[config.mk]
export PLATFORM = sky130hd
export DESIGN_NAME = camera_readout_flat
export DESIGN_NICKNAME = d
export VERILOG_FILES = /design/src/rtl/camera_readout_if.sv /design/src/rtl/camera_readout.sv /design/src/flat_wrapper.sv
export SDC_FILE = /design/constraint.sdc
export NUM_CORES = 1
export LEC_CHECK = 0
export ABC_AREA = 1
export CAP_MARGIN = 20
export CORE_MARGIN = 2
export CORE_UTILIZATION = 25
export CTS_CLUSTER_SIZE = 28
export DETAILED_ROUTE_END_ITERATION = 16
export PLACE_DENSITY = 0.41
export SLEW_MARGIN = 20
export SYNTH_ARGS = -nofsm -noshare
export SYNTH_HDL_FRONTEND = slang
export SYNTH_SLANG_ARGS = --single-unit
[constraint.sdc]
create_clock -name clk -period 2.5 [get_ports clk]
set_clock_uncertainty 0.1 [all_clocks]
set_input_delay 0.25 -clock clk [delete_from_list [all_inputs] [get_ports clk]]
set_output_delay 0.25 -clock clk [all_outputs]
set_load 0.005 [all_outputs]
[src/rtl/camera_readout_if.sv]
// Signal bundle between the camera sensor control lines / pixel stream and camera_readout.
// The master side drives the sensor lines and pix_ready; the slave side is the readout block.
interface camera_readout_if #(
  parameter int DATA_W = 8
);
  logic              NRE_1;
  logic              NRE_2;
  logic              ADC;
  logic              expose;
  logic              erase;
  logic [DATA_W-1:0] adc_data;
  logic              pix_ready;
  logic              err_clr;
  logic              pix_valid;
  logic [DATA_W-1:0] pix_data;
  logic              pix_row;
  logic              pix_col;
  logic              pix_last;
  logic              frame_done;
  logic [7:0]        exp_cycles;
  logic              err_protocol;
  logic              err_overflow;

  modport master (
    output NRE_1, NRE_2, ADC, expose, erase, adc_data, pix_ready, err_clr,
    input  pix_valid, pix_data, pix_row, pix_col, pix_last, frame_done,
           exp_cycles, err_protocol, err_overflow
  );

  modport slave (
    input  NRE_1, NRE_2, ADC, expose, erase, adc_data, pix_ready, err_clr,
    output pix_valid, pix_data, pix_row, pix_col, pix_last, frame_done,
           exp_cycles, err_protocol, err_overflow
  );
endinterface

[src/rtl/camera_readout.sv]
// Monitors the 2x2 camera control lines, measures exposure length and captures the four
// readout samples (tagged row/col/last) into a small FIFO drained by a valid/ready stream.
module camera_readout #(
  parameter int DATA_W = 8,
  parameter int DEPTH  = 4
) (
  input  logic            clk,
  input  logic            rst,
  camera_readout_if.slave bus
);
  localparam int ADDR_W  = $clog2(DEPTH);
  localparam int PTR_W   = ADDR_W + 1;
  localparam int ENTRY_W = DATA_W + 3;

  typedef enum logic [1:0] {
    S_IDLE,
    S_EXPOSE,
    S_READOUT
  } state_t;

  state_t             r_state;
  state_t             w_state_next;

  logic               r_adc_prev;
  logic               r_expose_prev;
  logic [7:0]         r_exp_cnt;
  logic [7:0]         r_exp_cycles;
  logic [1:0]         r_idx;
  logic               r_frame_done;
  logic               r_err_protocol;
  logic               r_err_overflow;
  logic [ENTRY_W-1:0] r_mem [DEPTH];
  logic [PTR_W-1:0]   r_wr_ptr;
  logic [PTR_W-1:0]   r_rd_ptr;

  logic               w_adc_rise;
  logic               w_exp_rise;
  logic               w_strobe_ok;
  logic               w_empty;
  logic               w_full;
  logic               w_pop;
  logic               w_push;
  logic               w_accept;
  logic               w_set_ovf;
  logic               w_set_proto;
  logic               w_load_cnt;
  logic               w_latch_exp;
  logic               w_idx_clr;
  logic               w_idx_inc;
  logic               w_frame_done_next;
  logic [ENTRY_W-1:0] w_entry;
  logic [ENTRY_W-1:0] w_head;

  assign w_adc_rise  = bus.ADC & ~r_adc_prev;
  assign w_exp_rise  = bus.expose & ~r_expose_prev;
  assign w_strobe_ok = bus.NRE_1 ^ bus.NRE_2;

  assign w_empty  = (r_wr_ptr == r_rd_ptr);
  assign w_full   = (r_wr_ptr[ADDR_W] != r_rd_ptr[ADDR_W]) &&
                    (r_wr_ptr[ADDR_W-1:0] == r_rd_ptr[ADDR_W-1:0]);
  assign w_pop    = !w_empty && bus.pix_ready;
  // A full FIFO still accepts when the head leaves in the same cycle.
  assign w_accept  = w_push && (!w_full || w_pop);
  assign w_set_ovf = w_push && w_full && !w_pop;

  assign w_entry = {bus.adc_data, ~bus.NRE_2, r_idx[0], (r_idx == 2'd3)};
  assign w_head  = r_mem[r_rd_ptr[ADDR_W-1:0]];

  always_ff @(posedge clk) begin
    if (rst) begin
      r_state <= S_IDLE;
    end else begin
      r_state <= w_state_next;
    end
  end

  always_comb begin
    w_state_next      = r_state;
    w_load_cnt        = 1'b0;
    w_latch_exp       = 1'b0;
    w_idx_clr         = 1'b0;
    w_idx_inc         = 1'b0;
    w_push            = 1'b0;
    w_set_proto       = 1'b0;
    w_frame_done_next = 1'b0;
    case (r_state)
      S_IDLE: begin
        if (w_exp_rise && !bus.erase) begin
          w_state_next = S_EXPOSE;
          w_load_cnt   = 1'b1;
        end
      end
      S_EXPOSE: begin
        if (bus.erase) begin
          w_state_next = S_IDLE;
          w_set_proto  = 1'b1;
        end else if (!bus.expose) begin
          w_state_next = S_READOUT;
          w_latch_exp  = 1'b1;
          w_idx_clr    = 1'b1;
        end
      end
      S_READOUT: begin
        if (w_exp_rise) begin
          // New exposure before the frame completed: abandon the partial frame.
          w_state_next = S_EXPOSE;
          w_set_proto  = 1'b1;
          w_load_cnt   = 1'b1;
          w_idx_clr    = 1'b1;
        end else if (w_adc_rise) begin
          if (w_strobe_ok) begin
            w_push    = 1'b1;
            w_idx_inc = 1'b1;
            if (r_idx == 2'd3) begin
              w_frame_done_next = 1'b1;
              w_state_next      = S_IDLE;
            end
          end else begin
            w_set_proto = 1'b1;
          end
        end
      end
      default: w_state_next = S_IDLE;
    endcase
  end

  always_ff @(posedge clk) begin
    if (rst) begin
      r_adc_prev     <= 1'b0;
      r_expose_prev  <= 1'b0;
      r_exp_cnt      <= 8'd0;
      r_exp_cycles   <= 8'd0;
      r_idx          <= 2'd0;
      r_frame_done   <= 1'b0;
      r_err_protocol <= 1'b0;
      r_err_overflow <= 1'b0;
    end else begin
      r_adc_prev    <= bus.ADC;
      r_expose_prev <= bus.expose;
      r_frame_done  <= w_frame_done_next;

      if (w_load_cnt) begin
        r_exp_cnt <= 8'd1;
      end else if (r_state == S_EXPOSE && r_exp_cnt != 8'hFF) begin
        r_exp_cnt <= r_exp_cnt + 8'd1;
      end

      if (w_latch_exp) begin
        r_exp_cycles <= r_exp_cnt;
      end

      if (w_idx_clr) begin
        r_idx <= 2'd0;
      end else if (w_idx_inc) begin
        r_idx <= r_idx + 2'd1;
      end

      if (w_set_proto) begin
        r_err_protocol <= 1'b1;
      end else if (bus.err_clr) begin
        r_err_protocol <= 1'b0;
      end

      if (w_set_ovf) begin
        r_err_overflow <= 1'b1;
      end else if (bus.err_clr) begin
        r_err_overflow <= 1'b0;
      end
    end
  end

  always_ff @(posedge clk) begin
    if (rst) begin
      r_wr_ptr <= '0;
      r_rd_ptr <= '0;
    end else begin
      if (w_accept) begin
        r_wr_ptr <= r_wr_ptr + PTR_W'(1);
      end
      if (w_pop) begin
        r_rd_ptr <= r_rd_ptr + PTR_W'(1);
      end
    end
  end

  always_ff @(posedge clk) begin
    if (w_accept) begin
      r_mem[r_wr_ptr[ADDR_W-1:0]] <= w_entry;
    end
  end

  // Stream fields read as zero while empty so reset leaves every output at 0.
  assign bus.pix_valid    = !w_empty;
  assign bus.pix_data     = w_empty ? '0 : w_head[ENTRY_W-1:3];
  assign bus.pix_row      = !w_empty && w_head[2];
  assign bus.pix_col      = !w_empty && w_head[1];
  assign bus.pix_last     = !w_empty && w_head[0];
  assign bus.frame_done   = r_frame_done;
  assign bus.exp_cycles   = r_exp_cycles;
  assign bus.err_protocol = r_err_protocol;
  assign bus.err_overflow = r_err_overflow;
endmodule
[src/flat_wrapper.sv]
// flat-port wrapper written by rule: the top's interface ports become plain ports
module camera_readout_flat 
#(
  parameter int DATA_W = 8,
  parameter int DEPTH  = 4
)
  (clk, rst, bus_NRE_1, bus_NRE_2, bus_ADC, bus_expose, bus_erase, bus_adc_data, bus_pix_ready, bus_err_clr, bus_pix_valid, bus_pix_data, bus_pix_row, bus_pix_col, bus_pix_last, bus_frame_done, bus_exp_cycles, bus_err_protocol, bus_err_overflow);
  camera_readout_if #(.DATA_W(DATA_W)) bus_i ();
  input  logic clk;
  input  logic rst;
  input wire logic [$bits(bus_i.NRE_1)-1:0] bus_NRE_1;
  input wire logic [$bits(bus_i.NRE_2)-1:0] bus_NRE_2;
  input wire logic [$bits(bus_i.ADC)-1:0] bus_ADC;
  input wire logic [$bits(bus_i.expose)-1:0] bus_expose;
  input wire logic [$bits(bus_i.erase)-1:0] bus_erase;
  input wire logic [$bits(bus_i.adc_data)-1:0] bus_adc_data;
  input wire logic [$bits(bus_i.pix_ready)-1:0] bus_pix_ready;
  input wire logic [$bits(bus_i.err_clr)-1:0] bus_err_clr;
  output wire logic [$bits(bus_i.pix_valid)-1:0] bus_pix_valid;
  output wire logic [$bits(bus_i.pix_data)-1:0] bus_pix_data;
  output wire logic [$bits(bus_i.pix_row)-1:0] bus_pix_row;
  output wire logic [$bits(bus_i.pix_col)-1:0] bus_pix_col;
  output wire logic [$bits(bus_i.pix_last)-1:0] bus_pix_last;
  output wire logic [$bits(bus_i.frame_done)-1:0] bus_frame_done;
  output wire logic [$bits(bus_i.exp_cycles)-1:0] bus_exp_cycles;
  output wire logic [$bits(bus_i.err_protocol)-1:0] bus_err_protocol;
  output wire logic [$bits(bus_i.err_overflow)-1:0] bus_err_overflow;
  assign bus_i.NRE_1 = bus_NRE_1;
  assign bus_i.NRE_2 = bus_NRE_2;
  assign bus_i.ADC = bus_ADC;
  assign bus_i.expose = bus_expose;
  assign bus_i.erase = bus_erase;
  assign bus_i.adc_data = bus_adc_data;
  assign bus_i.pix_ready = bus_pix_ready;
  assign bus_i.err_clr = bus_err_clr;
  assign bus_pix_valid = bus_i.pix_valid;
  assign bus_pix_data = bus_i.pix_data;
  assign bus_pix_row = bus_i.pix_row;
  assign bus_pix_col = bus_i.pix_col;
  assign bus_pix_last = bus_i.pix_last;
  assign bus_frame_done = bus_i.frame_done;
  assign bus_exp_cycles = bus_i.exp_cycles;
  assign bus_err_protocol = bus_i.err_protocol;
  assign bus_err_overflow = bus_i.err_overflow;
  camera_readout #(.DATA_W(DATA_W), .DEPTH(DEPTH)) u_core (.clk(clk), .rst(rst), .bus(bus_i));
endmodule
==> results.md, run 1 <==
- Area of the multi-input gates: 1210 sq um
- # setup viols final: 0
- Critical path class: flop to output port
- EDFF count, synth: 44
- Worst Path Arrival: 1.95 ns
- Clock Tree Root: clkbuf_16
- DRT Wirelength: 7320 microns
- Post-CTS sizing: 0
- Sequential fraction of the synthesis area: 58.4%
- Max-Slew Margin vs Limit: 74.1%
- Filler instances: 1,381
- Drt first pass iters: 4
- Period utilization: 91.9%
- Leak Pwr: 1.70 nW
- Nets: 432
- Post-Synth Simple-Gate Area: 19.8%
- Initial DRC count: 100
- Synth Area in Adders: 4.05%
- Layout cells sized above 1: 10.0%
- Post-Syn Nets: 385
- Final hold viol count: 0
- Die area: 14,500 sq um
- Fmax: 435 MHz
- Cells after Synth: 357
- Grt ovf: 0
- Reg clk slew, reported paths: 0.06 ns
- Setup Fix Bufs, Post-CTS: 0
- CP endpoint kind: output port
- DRC Markers: 0
- Sequential cell area: 1980 sq um
- WL per Instance: 12.5 microns
- Num ports: 40
- Die width: 121 microns
- Initial antenna violation count: 0
- Post-synth ARST share: 0%
- Pwr/cell area: 704 nW/um^2
- Vias per inst: 4.14
- FF+latch count, synth: 77
- Worst-Skew Late Latency: 0.34 ns
- Core box area: 13,200 sq um
- Post-Syn Area: 3390 sq um
- Number of port buffers: 39
- Setup TNS: 0 ns
- Largest family of logic cells by synthesized area: simple AND/OR/NAND/NOR gates
- Post-synthesis mux area share: 0%
- Max H-tree Level: 3
- Largest net degree at the start of global routing: 23
- Yosys warns: 0
- Rows: 42
- RSZ-0062 raised after global routing: no
- Starting Density: 25.6%
- Die height: 121 microns
- Mapped Avg Cell Area: 9.51 sq um
- Slew Viols, Final: 0
- Final instance count without filler cells: 585
- Slew @ Worst Pin: 0.388 ns
- Dpl hpwl: 5010 microns
- Cts bufs inserted: 9
- Crit start category: flop
- GP Congestion: 0.715
- XOR/XNOR Fraction of Synth Area: 2.06%
- Vias in the first global route: 2,348
- Clock Sinks: 77
- Global Route Usage Sum: 10.8%
- Hold-fix buffer count after cts: 0
- Worst Hold Class: input pin to flop
- TritonCTS clock tree: done
- First-pass GRT wire length: 11,800 microns
- Worst VDD drop: 315 uV
- Primary FF master, synth: edfxtp_1
- Max-cap viol count: 0
- CP max FO: 22
- Area fraction in compound gates after synthesis: 9.47%
- Clock buffer depth: 2
- ANT nets after route: 0
- DP Cell Count: 569
- Synth cell types: 30
- Via count: 2,422
- Area grow syn2layout: 27.7%
- Status: complete, no violations
- Ant. Diodes: 0
- Req. time, crit path: 2.15 ns
- Tmin final: 2.30 ns
[critical path: stages (launching register included)]
cell             delay [ns]
dfxtp_1                0.35
buf_4                  0.27
nor2_1                 0.08
o32ai_1                0.26
nand2_1                0.08
inv_1                  0.07
clkdlybuf4s50_1        0.50
[registers in the layout (all words and copies together) (netlist names), 2 cells and up, named ones only]
register	cells
u_core.r_wr_ptr	3
u_core.r_rd_ptr	3
u_core.r_idx	2
u_core.r_exp_cnt	8
u_core.r_state	2
u_core.bus.exp_cycles	8
u_core.r_mem	44
[cell usage after synthesis (5+ instances only)]
cell / count / share of area, %
nand2_1: 63 / 7.0
nor2_1: 59 / 6.5
edfxtp_1: 44 / 39
inv_1: 38 / 4.2
dfxtp_1: 33 / 19
a21oi_1: 20 / 2.9
o21ai_0: 20 / 2.9
nand3_1: 14 / 2.1
ha_1: 11 / 4.1
o32ai_1: 11 / 2.8
xor2_1: 7 / 1.8
clkbuf_1: 5 / 0.55
nand2_2: 5 / 0.92
[cell families after synthesis]
kind of cell | after synthesis
flops | 77
fa+ha+maj | 11
xor+xnor | 8
buf+inv | 53
compound gates | 54
simple gates | 154
[layout make-up]
type / count / share of cell area [%]
clock buffer: 11 / 5.60
clock inverter: 5 / 1.70
inverter: 43 / 3.72
multi-input combinational: 227 / 27.8
sequential: 77 / 45.8
tap: 176 / 5.08
timing repair buffer: 46 / 10.3
[cells in the final DEF, fill, tap and decap left out, types with 2 or more instances in the layout]
master	instances
nand2_2	4
nand4_1	3
buf_4	6
nor3_1	2
clkdlybuf4s50_1	39
nand3_1	14
nand2_4	3
dfxtp_1	32
edfxtp_1	44
inv_2	5
bufinv_16	2
o21ai_0	20
clkinv_2	2
ha_1	11
nand2_1	63
nor2_1	59
o32ai_1	11
inv_1	37
a21oi_1	20
clkinv_1	2
xor2_1	7
clkbuf_16	9
[metal layers]
metal	up-vias	global-route usage, %	part of all wire [%]
li1	1273	-	-
met1	1103	12.6	45
met2	37	17.4	48
met3	9	4.43	4.8
met4	0	4.36	2.1
met5	-	0	0
[stage by stage]
step                      total power, mW  utilization (%)  hold WS, ns  area [sq um]  setup WS, ns
after CTS                            3.10             32.7        0.349          4320       0.00666
after floorplan                      1.57                -        0.229          3390         0.556
after global placement               1.69             30.3        0.355          4010         0.385
after global routing                 3.18             32.7        0.367          4330        0.0193
after detailed placement             1.69             30.3        0.362          4010         0.384
final                                3.05             32.7        0.355          4330         0.204
[worst paths after layout]
path                        from             endpoint  slack, ns  cells after the start
max                         flop          bus_pix_col       0.20                      6
min reg2reg  u_core.r_exp_cnt[5]  u_core.r_exp_cnt[5]       0.37                      2
min                      bus_ADC    u_core.r_adc_prev       0.36                      3
max reg2reg    u_core.r_state[0]   u_core.r_mem[1][9]       0.66                      7
[where the power goes]
group | switching [mW] | internal (mW)
logic | 0.156 | 0.124
clock network | 0.495 | 0.894
registers | 0.0223 | 1.36
total | 0.673 | 2.38
(Power assumes the default switching activity.)
==> run 2, diff against run 1 <==
CORE_MARGIN = 3   (was 2)
==> run 2 against run 1 <==
Register-to-register slack about the same. Largest cell class unchanged. Via count is 0.99% higher. Count of clock-buffer cells in the layout unchanged. Critical path type unchanged.
==> results.md, run 2 (same netlist as run 1, synthesis figures left out) <==
- First-pass GRT wire length: 12,000 microns
- Period utilization: 93.5%
- Hold-fix buffer count after cts: 0
- CP max FO: 10
- Post-DP Area: 4010 sq um
- Clock Sinks: 77
- Routed wl met2: 3350 microns
- CP max stage delay: 0.48 ns
- Crit Reg-Reg Startpoint: u_core.r_state[0]
- Nets: 433
- Num ports: 40
- Post-layout worst setup margin: 0.162 ns
- DP Worst Slack: 0.336 ns
- Crit start category: flop
- Fmax: 428 MHz
- GP Congestion: 0.723
- Grt ovf: 0
- Final hold viol count: 0
- Met3 Wirelength: 325 microns
- Final Cell Area: 4310 sq um
- DRT Wirelength: 7210 microns
- Initial DRC count: 99
- Max H-tree Level: 3
- Dpl hpwl: 5130 microns
- Starting Density: 26.3%
- Vias per inst: 4.20
- Max reg flops: 44
- Cts bufs inserted: 9
- Via count: 2,446
- R2R depth: 7
- Leak Pwr: 1.69 nW
- Setup Fix Bufs, Post-CTS: 0
- Clock Tree Root: clkbuf_16
- Slew @ Worst Pin: 0.393 ns
- CP Cell Sequence: inv_2, buf_4, nor2_1, o32ai_1, nand2_1, inv_1, clkdlybuf4s50_1
- Top sig layer: met4
- RSZ-0062 raised after global routing: no
- Core box area: 12,900 sq um
- Most common cell after layout, fill and taps aside: nand2_1
- Vias in the first global route: 2,442
- Die width: 123 microns
- Ant. Diodes: 0
- Metal-1 WL: 3430 microns
- Worst Path Arrival: 1.99 ns
- Layout cells sized above 1: 10.5%
- Hold EP: u_core.r_exp_cnt[5]
- WHS Path Cells: 2
- Status: complete, no violations
- Hold_sp: u_core.r_exp_cnt[5]
- Area grow syn2layout: 27.0%
- Critical R2R Capture: u_core.r_mem[1][7]
- DRC Markers: 0
- Max-Slew Margin vs Limit: 73.8%
- TritonCTS clock tree: done
- Slew Viols, Final: 0
- Drt first pass iters: 4
- CP endpoint kind: output port
- Critical path class: flop to output port
- Clock buffer depth: 2
- Rows: 41
- Die area: 15,000 sq um
- R2r setup slk: 0.67 ns
- Largest net degree at the start of global routing: 23
- Worst Hold Class: flop to flop
- Worst VDD drop: 473 uV
- Pwr/cell area: 681 nW/um^2
- Req. time, crit path: 2.15 ns
- Die height: 123 microns
- Most frequent cells in the layout: 63 x nand2_1, 59 x nor2_1, 44 x edfxtp_1
- Number of port buffers: 39
- Max-cap viol count: 0
- Setup TNS: 0 ns
- Initial antenna violation count: 0
- Global Route Usage Sum: 10.3%
- CP max stage cell: clkdlybuf4s50_1
- Power consumption: 2.93 mW
- Worst-Skew Late Latency: 0.33 ns
- Tmin final: 2.34 ns
- # setup viols final: 0
- ANT nets after route: 0
- Reg clk slew, reported paths: 0.06 ns
- WL per Instance: 12.4 microns
## run 2: cell types whose count changed in the layout (fill, tap and decap cells not counted), sizes merged
cell and change:
clkinv -1, inv +1, clkinvlp +1, bufinv -1, buf +1
## run 2: final cells by class
type | instances | area [sq um]
Timing Repair Buffer | 47 | 450
Sequential cell | 77 | 1980
Inverter | 43 | 161
Multi-Input combinational cell | 227 | 1210
Fill cell | 1348 | 8620
Clock inverter | 5 | 60.1
Tap cell | 172 | 215
Clock buffer | 11 | 233
## run 2: worst max-delay path: cells and delay by family, from the launching register on
family                 cells  cell delay, ns
AOI/OAI and AO/OA          1            0.29
buffers and inverters      4            0.85
DFF                        1            0.37
and+or+nand+nor            2            0.14
## run 2: what timing repair did
item,CTS,global route
resized for setup,2,2
cloned,0,0
endpoints found under the setup margin,2,9
## run 2: layer usage
metal | vias up | global-route usage, %
met2 | 43 | 17.0
li1 | 1279 | -
met3 | 8 | 3.46
met1 | 1116 | 12.7
met5 | - | 0
met4 | 0 | 3.43
## run 2: worst max-delay path by stage
stage,start,end,slack (ns),depth (start not counted)
after global placement,flop,bus_pix_last,0.35,7
after detailed placement,flop,bus_pix_last,0.34,7
after CTS,flop,bus_pix_data[7],0.01,6
after floorplan,u_core.r_state[0],u_core.r_mem[0][0],0.56,6
final,flop,bus_pix_last,0.16,7
after global routing,flop,bus_pix_data[3],0.02,6
## run 2: stage by stage
step           std cells  hold slack [ns]  util (%)
2_1_floorplan        357            0.229         -
3_3_place_gp         566            0.354      31.0
3_5_place_dp         566            0.357      31.0
4_1_cts              582            0.366      33.3
5_1_grt              582            0.384      33.3
6_report             582            0.367      33.3
## run 2: power by group
group	internal (mW)	leakage [nW]	switching, mW
clock network	0.777	0.140	0.497
logic	0.124	0.891	0.152
registers	1.36	0.657	0.0248
total	2.26	1.69	0.673
